[config.mk]
export PLATFORM = sky130hd
export DESIGN_NAME = sin_pwm_dac
export DESIGN_NICKNAME = d
export VERILOG_FILES = /design/src/rtl/sin_pwm_dac.sv
export SDC_FILE = /design/constraint.sdc
export NUM_CORES = 1
export LEC_CHECK = 0
export ABC_AREA = 1
export CAP_MARGIN = 15
export CORE_MARGIN = 2
export CORE_UTILIZATION = 27
export DETAILED_ROUTE_END_ITERATION = 16
export PLACE_DENSITY_LB_ADDON = 0.15
export SYNTH_ARGS = -nofsm -noshare
export SYNTH_HDL_FRONTEND = slang
export SYNTH_SLANG_ARGS = --single-unit
[constraint.sdc]
create_clock -name clk -period 1.5 [get_ports clk]
set_clock_uncertainty 0.15 [all_clocks]
set_input_delay 0.3 -clock clk [delete_from_list [all_inputs] [get_ports clk]]
set_output_delay 0.3 -clock clk [all_outputs]
set_load 0.01 [all_outputs]
[src/rtl/sin_pwm_dac.sv]
`timescale 1ns/1ps
// sin_pwm_dac
// Output stage of the sine generator. It owns the 9-bit phase address sent to
// the sine lookup block and captures the 8-bit sample that block returns. Each
// captured sample becomes the duty cycle of one 256-tick PWM period. The phase
// advances by 'step' once per period.
//
// Parameters:
//   PRESCALE      clk cycles per PWM tick (>=1)
//   ROM_LAT       clk cycles from a count change to valid val (>=1)
// Ports:
//   clk           system clock, rising edge
//   rst_n         asynchronous active-low reset
//   en            run enable; low freezes phase and PWM
//   step   [8:0]  phase increment applied at each period end
//   val    [7:0]  sample from the sine lookup block
//   count  [8:0]  phase address to the sine lookup block
//   pwm_out       PWM DAC output
//   period_start  one-cycle pulse on the first cycle of each PWM period
//   duty   [7:0]  duty value of the current period
module sin_pwm_dac #(
    parameter int PRESCALE = 1,
    parameter int ROM_LAT  = 1
) (
    input  logic       clk,
    input  logic       rst_n,
    input  logic       en,
    input  logic [8:0] step,
    input  logic [7:0] val,
    output logic [8:0] count,
    output logic       pwm_out,
    output logic       period_start,
    output logic [7:0] duty
);

    localparam int            PW        = (PRESCALE > 1) ? $clog2(PRESCALE) : 1;
    localparam logic [PW-1:0] PRESC_MAX = PW'(PRESCALE - 1);

    logic [PW-1:0]  r_presc;
    logic [7:0]     r_pwm_cnt;
    logic [7:0]     r_duty;
    logic [7:0]     r_duty_next;
    logic [8:0]     r_count;
    logic           r_pwm_out;
    logic           r_period_start;
    logic [ROM_LAT:0] r_cap;

    logic w_tick;
    logic w_period_end;

    assign w_tick       = en && (r_presc == PRESC_MAX);
    assign w_period_end = w_tick && (r_pwm_cnt == 8'hFF);

    // Prescaler and PWM tick counter; both hold while disabled.
    always_ff @(posedge clk or negedge rst_n) begin
        if (!rst_n) begin
            r_presc   <= '0;
            r_pwm_cnt <= '0;
        end else if (w_tick) begin
            r_presc   <= '0;
            r_pwm_cnt <= r_pwm_cnt + 8'd1;
        end else if (en) begin
            r_presc   <= r_presc + 1'b1;
        end
    end

    // Registered comparator: output lags pwm_cnt by one cycle.
    always_ff @(posedge clk or negedge rst_n) begin
        if (!rst_n) begin
            r_pwm_out <= 1'b0;
        end else begin
            r_pwm_out <= en && (r_pwm_cnt < r_duty);
        end
    end

    // Period end: load the prefetched sample, advance the phase.
    always_ff @(posedge clk or negedge rst_n) begin
        if (!rst_n) begin
            r_duty         <= '0;
            r_count        <= '0;
            r_period_start <= 1'b0;
        end else begin
            r_period_start <= w_period_end;
            if (w_period_end) begin
                r_duty  <= r_duty_next;
                r_count <= r_count + step;
            end
        end
    end

    // Capture pipeline: a pulse enters with every count update and samples val
    // when it falls out, ROM_LAT+1 edges later. Reset preloads one pulse so the
    // sample for count=0 is fetched right after reset. Runs regardless of en so
    // an in-flight fetch always completes.
    always_ff @(posedge clk or negedge rst_n) begin
        if (!rst_n) begin
            r_cap       <= {{ROM_LAT{1'b0}}, 1'b1};
            r_duty_next <= '0;
        end else begin
            r_cap <= {r_cap[ROM_LAT-1:0], w_period_end};
            if (r_cap[ROM_LAT]) begin
                r_duty_next <= val;
            end
        end
    end

    assign count        = r_count;
    assign pwm_out      = r_pwm_out;
    assign period_start = r_period_start;
    assign duty         = r_duty;

endmodule

==> out/metrics.csv, run 1 <==
stage;metric;value;unit
logic_synthesis;multiplexer share of the synthesized area;0;
global_routing;pin count of the biggest net entering global routing;39;
global_routing;gr usage total;0.138;
global_routing;overflow left after global routing;0;
timing;RSZ-0062 raised after global routing;true;
logic_synthesis;Post-Synth XOR/XNOR Area;0.0426;
detailed_routing;Total Routed Length;5.23;mm
detailed_routing;total DRC errors in the routed layout;0;
worst_setup_path;slowest stage cell, crit path;sky130_fd_sc_hd__clkdlybuf4s50_1;
timing;number of failing setup endpoints in the final timing report;12;
run_status;failing checks;negative setup slack;
worst_setup_path;Required @ worst endpoint;1.54;ns
worst_hold_path;kind of path behind the tightest hold check;reg -> reg;
layout;Layout Utilization;0.453;
detailed_routing;violation count after the first detailed-route iteration;20;
timing;Setup TNS Final;-0.850;ns
worst_setup_path;end of the worst register-to-register path;count[6];
cts;clock buffers created by TritonCTS;5;
layout;post-route cell area;3300;µm²
logic_synthesis;portion of the post-synthesis area used by sequential elements;0.463;
power;areal power density over the cells;1030;nW/µm²
worst_setup_path;source of the worst register-to-register timing path;count[0];
cts;maximum level of the CTS H-tree;2;
placed_design;total half-perimeter wirelength after legalization and detailed placement;3.31;mm
timing;final number of hold-violating endpoints;0;
cts;maximum clock insertion buffer count;2;
power;IR drop worst, VDD;0.432;mV
cts;TritonCTS clock tree;done;
logic_synthesis;async set-reset flop share out of synthesis;1.00;
die;DIE AREA;8320;µm²
logic_synthesis;mapped cell area;2050;µm²
layout;fraction of layout cells with a size suffix above 1;0.355;
worst_setup_path;WP data arrival;1.73;ns
timing;actual slew at the worst max-slew pin;0.419;ns
worst_hold_path;capture endpoint of the worst hold path;r_cap[1];
placed_design;final weighted congestion in routability-driven placement;0.742;
detailed_routing;post-DR vias/cell;4.22;
logic_synthesis;post-synth top area cell;sky130_fd_sc_hd__dfrtp_1;
logic_synthesis;net count after synthesis;285;
logic_synthesis;largest cells by area after synthesis;sky130_fd_sc_hd__dfrtp_1 (45%), sky130_fd_sc_hd__nand2_1 (15%), sky130_fd_sc_hd__ha_1 (9.7%);
worst_setup_path;worst reg2reg path depth;8;
global_routing;global-route wire length before repair;9.00;mm
logic_synthesis;proportion of netlist area held by the largest area contributor;0.451;
worst_setup_path;most frequent cell on the critical path;sky130_fd_sc_hd__nand3_1;
layout;# diodes;0;
placed_design;placed cell areas;2750;µm²
logic_synthesis;leading cell type by number of instances after synthesis;sky130_fd_sc_hd__nand2_1;
die;core footprint;7290;µm²
power;sequential cell fraction of total power;0.396;
worst_setup_path;highest net fanout along the worst path;3;
logic_synthesis;gate count after technology mapping;248;
timing;Fmax achieved;592;MHz
power;switching share of total power;0.357;
detailed_routing;number of nets with antenna violations after routing;0;
power;power share of the clock group;0.212;
layout;synthesis-to-finish area growth;60.7;%
logic_synthesis;count of flip-flops with a built-in enable after synthesis;0;
logic_synthesis;flip-flop and latch count after synthesis;38;
worst_setup_path;Crit path max-delay family;adder cells;
die;width of the die;91.2;µm
worst_setup_path;largest stage delay on the critical path;0.41;ns
logic_synthesis;most used flip-flop cell after synthesis;sky130_fd_sc_hd__dfrtp_1;
worst_hold_path;Worst Min Path Start;r_cap[0];
worst_setup_path;critical path buffer and inverter count;1;
timing;Final Cycle Share;1.13;
detailed_routing;number of iterations in the first detailed-routing pass;4;
logic_synthesis;adder and majority cell fraction of the synthesized area;0.107;
die;chip height;91.2;µm
worst_setup_path;critical path depth;9;
timing;normalized max-slew margin;0.721;
cts;Root Buffer Master;sky130_fd_sc_hd__clkbuf_8;
power;net switching power;1210;µW
timing;clock period minus final worst setup slack;1.69;ns
cts;Clk pin slew, worst setup/hold paths;0.08;ns
logic_synthesis;top cell types by occurrence after synthesis;sky130_fd_sc_hd__nand2_1 (83), sky130_fd_sc_hd__dfrtp_1 (37), sky130_fd_sc_hd__inv_1 (36);
run;max capacitance violation total;0;
worst_setup_path;flop-to-flop setup slack;-0.18;ns
logic_synthesis;mean area per synthesized cell;8.28;µm²
timing;Slew Limit Fails;0;
power;leak pwr;0.00164;µW
die;count of pins on the block boundary;39;
worst_hold_path;hold depth;0;
timing;hold slack;0.241;ns
worst_setup_path;series of cell instances along the critical path;clkdlybuf4s50_1, ha_2, fa_2, nand2_2, nand2_4, nand3b_1, nand3_1, nand3_1, nand2_1;
cts;sinks on the clock net;38;
layout;Filler Cells Inserted;742;
logic_synthesis;largest family of logic cells by synthesized area;simple AND/OR/NAND/NOR gates;
worst_setup_path;crit path kind;in -> reg;
cts;Clk Latency, worst-skew pair;0.29;ns
die;starting density of the core;0.282;
worst_setup_path;category of the worst setup path launch point;primary input;
logic_synthesis;share of synthesized cell area in and, or, nand and nor gates;0.233;
power;share of total power in combinational logic;0.392;
detailed_routing;total number of vias;1819;
logic_synthesis;number of warnings issued by yosys;0;
global_routing;vias in the first global route;1904;
worst_setup_path;critical path launch point;step[0];
detailed_routing;wire length per cell;12.1;µm
global_routing;number of antenna violations at the first check in global routing;0;
die;Std-Cell Rows;31;
power;design internal power;2180;µW
logic_synthesis;count of distinct cell types in the synthesized netlist;23;
run_status;status;finished with violations;
worst_setup_path;crit path capture type;register;
placed_design;I/O Buffers;38;
logic_synthesis;Synth Area in Compound Gates;0.0694;
timing;final setup margin;-0.189;ns
layout;final-stage net count;368;
## state kept, by name, indices dropped and copies added, names as in the netlist
signal        count
count             9
duty              8
period_start      1
pwm_out           1
r_cap             2
r_duty_next       8
r_presc           1
r_pwm_cnt         8
## metal layers
| layer | vias up | routed length, µm | track usage |
|---|---|---|---|
| met5 | - | 0 | 0 |
| met4 | 0 | 51 | 0.0417 |
| met3 | 5 | 192 | 0.0315 |
| met2 | 35 | 2450 | 0.223 |
| met1 | 844 | 2540 | 0.183 |
| li1 | 935 | - | - |
## cells in the final DEF, fill, tap and decap left out, drive strengths merged, types with 2 or more instances in the layout
cell type      count
buf               49
or2                2
nand2             84
nor2              10
nand3             14
clkdlybuf4s50     13
clkbuf             8
dfrtp             37
clkdlybuf4s15      2
xor2               7
nand3b             2
dlygate4sd2       13
inv               38
xnor2              3
o21ai             19
ha                16
a21oi              5
nor3               4
## area by class of cell
cell class              instances  area (µm²)  area share
repair buffers                 80         743       0.225
flip-flops and latches         38         956       0.290
well taps                      99         124      0.0375
multi-input cells             168        1240       0.376
clock inverters                 1        7.51     0.00227
clock buffers                   7        76.3      0.0231
inverters                      38         153      0.0462
## what timing repair did
item                                    CTS  global route
buffers inserted                          9             6
endpoints found under the hold margin    37             0
pin swaps                                19            29
hold buffers                              1             0
resized for setup                        81            46
cloned                                    3             0
endpoints found under the setup margin   30            27
## how the worst max path moves through the flow
stage                           to
after floorplan           count[8]
after global placement    count[8]
after detailed placement  count[8]
after CTS                 count[6]
after global routing      count[6]
final                     count[6]
## cell families (layout without fill, tap and decap cells)
| group | Yosys count | in the layout |
|---|---|---|
| simple gates | 116 | 116 |
| buf+inv | 42 | 126 |
| flops | 38 | 38 |
| compound gates | 25 | 25 |
| fa+ha+maj | 17 | 17 |
| xor+xnor | 10 | 10 |
## stage by stage
stage          setup slack (ns)  cells  power, µW
6_report                 -0.189    431       3400
3_5_place_dp             -0.517    406       2340
3_3_place_gp             -0.494    406       2330
2_1_floorplan            -0.122    248       1920
5_1_grt                  -0.280    431       3710
4_1_cts                  -0.174    427       3160
## power by group through the flow
| stage | registers (µW) | logic [µW] | clock network, µW |
|---|---|---|---|
| after global placement | 1360 | 970 | 0 |
| after detailed placement | 1360 | 987 | 0 |
| after global routing | 1370 | 1540 | 802 |
| after CTS | 1340 | 1070 | 752 |
| after floorplan | 1350 | 569 | 0 |
| final | 1350 | 1330 | 719 |
No activity file was read; power rests on OpenSTA's default activity.
==> inputs of run 2 (changes only) <==
- GPL_ROUTABILITY_DRIVEN: default -> 1
- clock period: 1.5 -> 1.8 ns (I/O delays scaled with it)
==> run 2 against run 1 <==
Sequential power decreased by 17%. Routed wire length decreased by 13%. Die area unchanged. Critical endpoint is now count[0]. Cell count decreased by 4.6%. First-iteration DRC count increased to 4.1 times the previous value. The run now ends clean. Cell area decreased by 14%.
==> out/metrics.csv, run 2 (synthesized netlist as in run 1, its figures left out) <==
stage;metric;value;unit;change
placed_design;final weighted congestion in routability-driven placement;0.808;;+8.9%
layout;final-stage net count;348;;-5.4%
global_routing;global-route wire length before repair;7.54;mm;-16%
worst_setup_path;WP data arrival;1.24;ns;-0.49 ns
global_routing;number of antenna violations at the first check in global routing;0;;unchanged
timing;hold slack;0.243;ns;+0.00150 ns
layout;area of the multi-input gates;961;µm²;-23%
placed_design;I/O Buffers;38;;unchanged
timing;final number of hold-violating endpoints;0;;unchanged
layout;# diodes;0;;unchanged
die;width of the die;91.2;µm;unchanged
timing;number of failing setup endpoints in the final timing report;0;;-12
die;starting density of the core;0.282;;unchanged
power;design internal power;1680;µW;-23%
placed_design;total half-perimeter wirelength after legalization and detailed placement;3.36;mm;+1.3%
worst_setup_path;Crit path max-delay family;buffers and inverters;;
detailed_routing;number of iterations in the first detailed-routing pass;4;;unchanged
timing;actual slew at the worst max-slew pin;0.481;ns;+0.0617 ns
power;net switching power;834;µW;-31%
cts;clock buffers created by TritonCTS;5;;unchanged
placed_design;number of placed instances, taps included;401;;-1.2%
power;share of total power in combinational logic;0.312;;-0.080
layout;top library cells by usage in the layout, fill and taps aside;sky130_fd_sc_hd__nand2_1 (80), sky130_fd_sc_hd__dfrtp_1 (37), sky130_fd_sc_hd__inv_1 (36), sky130_fd_sc_hd__clkdlybuf4s50_1 (33), sky130_fd_sc_hd__buf_4 (19);;
timing;Final Cycle Share;0.973;;
layout;count of placed standard cells in the final layout, fillers left out;411;;-4.6%
worst_setup_path;critical path buffer and inverter count;1;;unchanged
cts;Clk Latency, worst-skew pair;0.29;ns;about the same
detailed_routing;violation count after the first detailed-route iteration;82;;+310%
global_routing;overflow left after global routing;0;;unchanged
worst_hold_path;kind of path behind the tightest hold check;reg -> reg;;
worst_setup_path;crit path kind;reg -> out;;
timing;Fmax achieved;571;MHz;
run_status;status;finished clean;;
detailed_routing;number of nets with antenna violations after routing;0;;unchanged
die;DIE AREA;8320;µm²;unchanged
worst_setup_path;crit path capture type;output port;;
die;core footprint;7290;µm²;unchanged
timing;RSZ-0062 raised after global routing;true;;
layout;max FFs per register;9;;unchanged
timing;Slew Limit Fails;0;;unchanged
global_routing;gr usage total;0.116;;-0.0215
power;power share of the clock group;0.242;;+0.030
cts;TritonCTS clock tree;done;;
die;count of pins on the block boundary;39;;unchanged
worst_setup_path;series of cell instances along the critical path;clkdlybuf4s50_1;;
run;max capacitance violation total;0;;unchanged
cts;Root Buffer Master;sky130_fd_sc_hd__clkbuf_8;;
worst_setup_path;category of the worst setup path launch point;register;;
cts;sinks on the clock net;38;;unchanged
layout;fraction of layout cells with a size suffix above 1;0.151;;-0.205
worst_setup_path;Required @ worst endpoint;1.29;ns;-0.25 ns
timing;normalized max-slew margin;0.680;;-0.0411
cts;Clk pin slew, worst setup/hold paths;0.07;ns;about the same
cts;maximum clock insertion buffer count;2;;unchanged
worst_setup_path;highest net fanout along the worst path;3;;unchanged
die;chip height;91.2;µm;unchanged
power;switching share of total power;0.331;;-0.0255
power;leak pwr;0.00146;µW;-11%
detailed_routing;wire length per cell;11.1;µm;-8.4%
layout;most common cell after layout, fill and taps aside;sky130_fd_sc_hd__nand2_1;;
detailed_routing;total DRC errors in the routed layout;0;;unchanged
layout;synthesis-to-finish area growth;38.5;%;
power;areal power density over the cells;885;nW/µm²;-14%
worst_setup_path;slowest stage cell, crit path;sky130_fd_sc_hd__clkdlybuf4s50_1;;
detailed_routing;post-DR vias/cell;4.11;;-2.5%
die;Std-Cell Rows;31;;unchanged
worst_setup_path;largest stage delay on the critical path;0.56;ns;+0.15 ns
timing;clock period minus final worst setup slack;1.75;ns;
global_routing;pin count of the biggest net entering global routing;39;;unchanged
power;sequential cell fraction of total power;0.446;;+0.050
global_routing;vias in the first global route;1570;;-18%
cts;maximum level of the CTS H-tree;2;;unchanged
detailed_routing;total number of vias;1691;;-7.0%
detailed_routing;Total Routed Length;4.57;mm;-13%
layout;Filler Cells Inserted;769;;+3.6%
power;IR drop worst, VDD;0.351;mV;-19%
layout;FF+latch area;952;µm²;-0.39%
run 2: area by class of cell:
type / instances / area share
Clock buffer: 7 / 0.0303
Clock inverter: 1 / 0.00176
Inverter: 38 / 0.0501
Multi-Input combinational cell: 168 / 0.338
Sequential cell: 38 / 0.335
Tap cell: 99 / 0.0435
Timing Repair Buffer: 60 / 0.202
run 2: timing repair:
| action | in CTS | in global routing |
|---|---|---|
| endpoints found under the setup margin | 3 | 8 |
| hold buffers | 1 | 0 |
| buffers inserted | 0 | 1 |
| pin swaps | 0 | 6 |
| endpoints found under the hold margin | 37 | 0 |
| gates resized for setup | 2 | 11 |
run 2: per-layer routing:
metal  wire length (µm)  global-route usage
met4                 65              0.0455
met1               2380               0.162
met3                178              0.0274
met2               1940               0.173
met5                  0                   0
run 2: path summary, 6_finish.rpt:
check	depth (start not counted)	from	slack, ns	endpoint
worst max-delay path	1	count[0]	0.05	count[0]
worst min-delay path	0	r_cap[0]	0.24	r_cap[1]
worst max register to register	8	count[0]	0.09	count[6]
worst min register to register	0	r_cap[0]	0.24	r_cap[1]
max in group asynchronous	3	rst_n	0.83	r_cap[0]
min in group asynchronous	3	rst_n	0.42	r_pwm_cnt[5]
run 2: power by group through the flow:
stage               Clock (µW)  Sequential, µW  Combinational [µW]
finish                     610            1120                 785
global route               682            1150                 900
CTS                        645            1130                 786
detailed placement           0            1140                 780
global placement             0            1140                 768
floorplan                    0            1120                 472
run 2: per-stage QoR:
stage          TNS (ns)  instance area, µm²  worst slack (ns)  utilization  total power [µW]
4_1_cts               0                2800            0.0151        0.384              2560
3_5_place_dp      -2.62                2700            -0.352        0.370              1920
3_3_place_gp      -2.47                2700            -0.316        0.370              1910
2_1_floorplan         0                2050             0.100            -              1590
6_report              0                2850            0.0490        0.390              2520
5_1_grt         -0.0317                2850           -0.0122        0.390              2730
==> inputs of run 3 (changes only) <==
==> constraint.sdc (replaced) <==
create_clock -name clk -period 1.8 [get_ports clk]
set_clock_uncertainty 0.15 [all_clocks]
set_input_delay 0.45 -clock clk [delete_from_list [all_inputs] [get_ports clk]]
set_output_delay 0.45 -clock clk [all_outputs]
set_load 0.01 [all_outputs]
==> run 3 against run 2 <==
Clock-buffer cell count unchanged. Routed wire length grew 2.3%. Utilization is 1.1 points higher. Cell count up 0.49%. Sequential power hardly changed. Non-clock buffer count grew 2. Critical endpoint is now pwm_out. Largest power group unchanged.
==> out/metrics.csv, run 3 (synthesized netlist as in run 1, its figures left out) <==
stage;metric;value;unit;change
run_status;status;finished clean;;
layout;most common cell after layout, fill and taps aside;sky130_fd_sc_hd__nand2_1;;
detailed_routing;Total Routed Length;4.67;mm;+2.3%
worst_setup_path;flop-to-flop setup slack;0.15;ns;+0.06 ns
die;starting density of the core;0.282;;unchanged
detailed_routing;violation count after the first detailed-route iteration;43;;-48%
die;chip height;91.2;µm;unchanged
worst_hold_path;capture endpoint of the worst hold path;r_cap[1];;
layout;top library cells by usage in the layout, fill and taps aside;sky130_fd_sc_hd__nand2_1 (81), sky130_fd_sc_hd__inv_1 (36), sky130_fd_sc_hd__dfrtp_1 (36), sky130_fd_sc_hd__buf_4 (21), sky130_fd_sc_hd__dlygate4sd2_1 (17);;
power;net switching power;844;µW;+1.2%
layout;max FFs per register;9;;unchanged
worst_setup_path;crit path capture type;output port;;
power;sequential cell fraction of total power;0.428;;-0.018
timing;Slew Limit Fails;0;;unchanged
worst_setup_path;source of the worst register-to-register timing path;count[0];;
cts;Root Buffer Master;sky130_fd_sc_hd__clkbuf_8;;
power;areal power density over the cells;900;nW/µm²;+1.7%
power;share of total power in combinational logic;0.301;;-0.011
global_routing;pin count of the biggest net entering global routing;26;;-33%
cts;Clk pin slew, worst setup/hold paths;0.08;ns;about the same
timing;RSZ-0062 raised after global routing;false;;
worst_setup_path;Required @ worst endpoint;1.20;ns;-0.09 ns
worst_setup_path;series of cell instances along the critical path;clkdlybuf4s50_1;;
worst_hold_path;Worst Min Path Start;r_cap[0];;
timing;actual slew at the worst max-slew pin;0.504;ns;+0.0233 ns
cts;maximum level of the CTS H-tree;2;;unchanged
worst_setup_path;slowest stage cell, crit path;sky130_fd_sc_hd__clkdlybuf4s50_1;;
worst_setup_path;highest net fanout along the worst path;1;;-2
worst_setup_path;largest stage delay on the critical path;0.52;ns;-0.04 ns
layout;synthesis-to-finish area growth;42.4;%;
worst_setup_path;end of the worst register-to-register path;count[8];;
timing;final number of hold-violating endpoints;0;;unchanged
worst_setup_path;worst reg2reg path depth;8;;unchanged
global_routing;global-route wire length before repair;7.82;mm;+3.7%
timing;Final Cycle Share;0.965;;-0.00750
cts;sinks on the clock net;38;;unchanged
layout;fraction of layout cells with a size suffix above 1;0.178;;+0.0277
global_routing;number of antenna violations at the first check in global routing;0;;unchanged
die;width of the die;91.2;µm;unchanged
placed_design;final weighted congestion in routability-driven placement;0.804;;-0.46%
worst_setup_path;Crit path max-delay family;buffers and inverters;;
cts;maximum clock insertion buffer count;2;;unchanged
worst_hold_path;kind of path behind the tightest hold check;reg -> reg;;
worst_setup_path;category of the worst setup path launch point;register;;
worst_setup_path;WP data arrival;1.14;ns;-0.10 ns
global_routing;overflow left after global routing;0;;unchanged
run;max capacitance violation total;0;;unchanged
global_routing;vias in the first global route;1670;;+6.4%
worst_setup_path;critical path buffer and inverter count;1;;unchanged
layout;Layout Utilization;0.401;;+0.0110
die;count of pins on the block boundary;39;;unchanged
layout;# diodes;0;;unchanged
worst_hold_path;hold depth;0;;unchanged
die;DIE AREA;8320;µm²;unchanged
layout;final-stage net count;350;;+0.57%
placed_design;I/O Buffers;38;;unchanged
power;design internal power;1790;µW;+6.3%
global_routing;gr usage total;0.120;;+0.00430
detailed_routing;total number of vias;1725;;+2.0%
power;switching share of total power;0.320;;-0.0108
die;core footprint;7290;µm²;unchanged
timing;normalized max-slew margin;0.664;;-0.0155
timing;Fmax achieved;576;MHz;+0.78%
detailed_routing;post-DR vias/cell;4.18;;+1.5%
cts;clock buffers created by TritonCTS;5;;unchanged
timing;hold slack;0.242;ns;-0.000205 ns
worst_setup_path;crit path kind;reg -> out;;
power;IR drop worst, VDD;0.373;mV;+6.3%
timing;number of failing setup endpoints in the final timing report;0;;unchanged
detailed_routing;wire length per cell;11.3;µm;+1.8%
detailed_routing;total DRC errors in the routed layout;0;;unchanged
timing;clock period minus final worst setup slack;1.74;ns;-0.0135 ns
cts;Clk Latency, worst-skew pair;0.29;ns;about the same
placed_design;total half-perimeter wirelength after legalization and detailed placement;3.47;mm;+3.3%
power;power share of the clock group;0.271;;+0.029
detailed_routing;number of nets with antenna violations after routing;0;;unchanged
die;Std-Cell Rows;31;;unchanged
cts;TritonCTS clock tree;done;;
power;leak pwr;0.00156;µW;+6.9%
detailed_routing;number of iterations in the first detailed-routing pass;4;;unchanged
-- run 3: cell count changes in the layout (fill, tap and decap cells not counted), sizes merged --
cell / previous run / this run
clkinv: 1 / 0
dlygate4sd2: 1 / 17
dlymetal6s2s: 3 / 5
buf: 22 / 24
clkdlybuf4s50: 33 / 15
bufinv: 0 / 1
-- run 3: what timing repair did --
item                                   4_1_cts  5_1_grt
hold buffers                                 1        0
cloned                                       0        0
setup buffers                                1        0
endpoints found under the hold margin       13        0
resized for setup                           22       18
pin swaps                                    6        4
setup endpoints to repair                   22       10
-- run 3: per-layer routing --
metal | part of all wire | track usage | up-vias
met1 | 0.50 | 0.163 | 786
met2 | 0.45 | 0.185 | 34
met5 | 0 | 0 | -
li1 | - | - | 899
met3 | 0.037 | 0.0274 | 6
met4 | 0.013 | 0.0492 | 0
-- run 3: metrics by stage --
step	cells	power (µW)	worst slack [ns]	TNS, ns	area, µm²
2_1_floorplan	248	1590	0.0689	0	2050
3_3_place_gp	403	1910	-0.406	-4.64	2710
3_5_place_dp	403	1930	-0.445	-4.52	2710
5_1_grt	413	2850	0.00387	0	2930
6_report	413	2630	0.0626	0	2930
4_1_cts	413	2660	0.00438	0	2830
-- run 3: power by group through the flow --
| stage | combinational, µW | sequential [µW] | clock [µW] |
|---|---|---|---|
| after floorplan | 472 | 1120 | 0 |
| after global placement | 768 | 1140 | 0 |
| after detailed placement | 790 | 1140 | 0 |
| after CTS | 786 | 1130 | 745 |
| after global routing | 924 | 1160 | 771 |
| final | 793 | 1130 | 714 |
-- run 3: layout make-up --
class	count	area, µm²
clock buffers	7	76.3
clock inverters	1	30.0
flip-flops and latches	38	953
repair buffers	62	574
well taps	99	124
multi-input cells	168	1020
inverters	38	143
fillers	796	4370
-- run 3: worst max path at each step --
stage,start,endpoint,slack [ns],cells past startpoint
floorplan,step[0],count[8],0.07,8
global placement,step[0],count[8],-0.41,9
detailed placement,step[0],count[8],-0.44,9
CTS,step[6],count[8],0.004,8
global route,pwm_out,pwm_out,0.004,1
finish,pwm_out,pwm_out,0.06,1
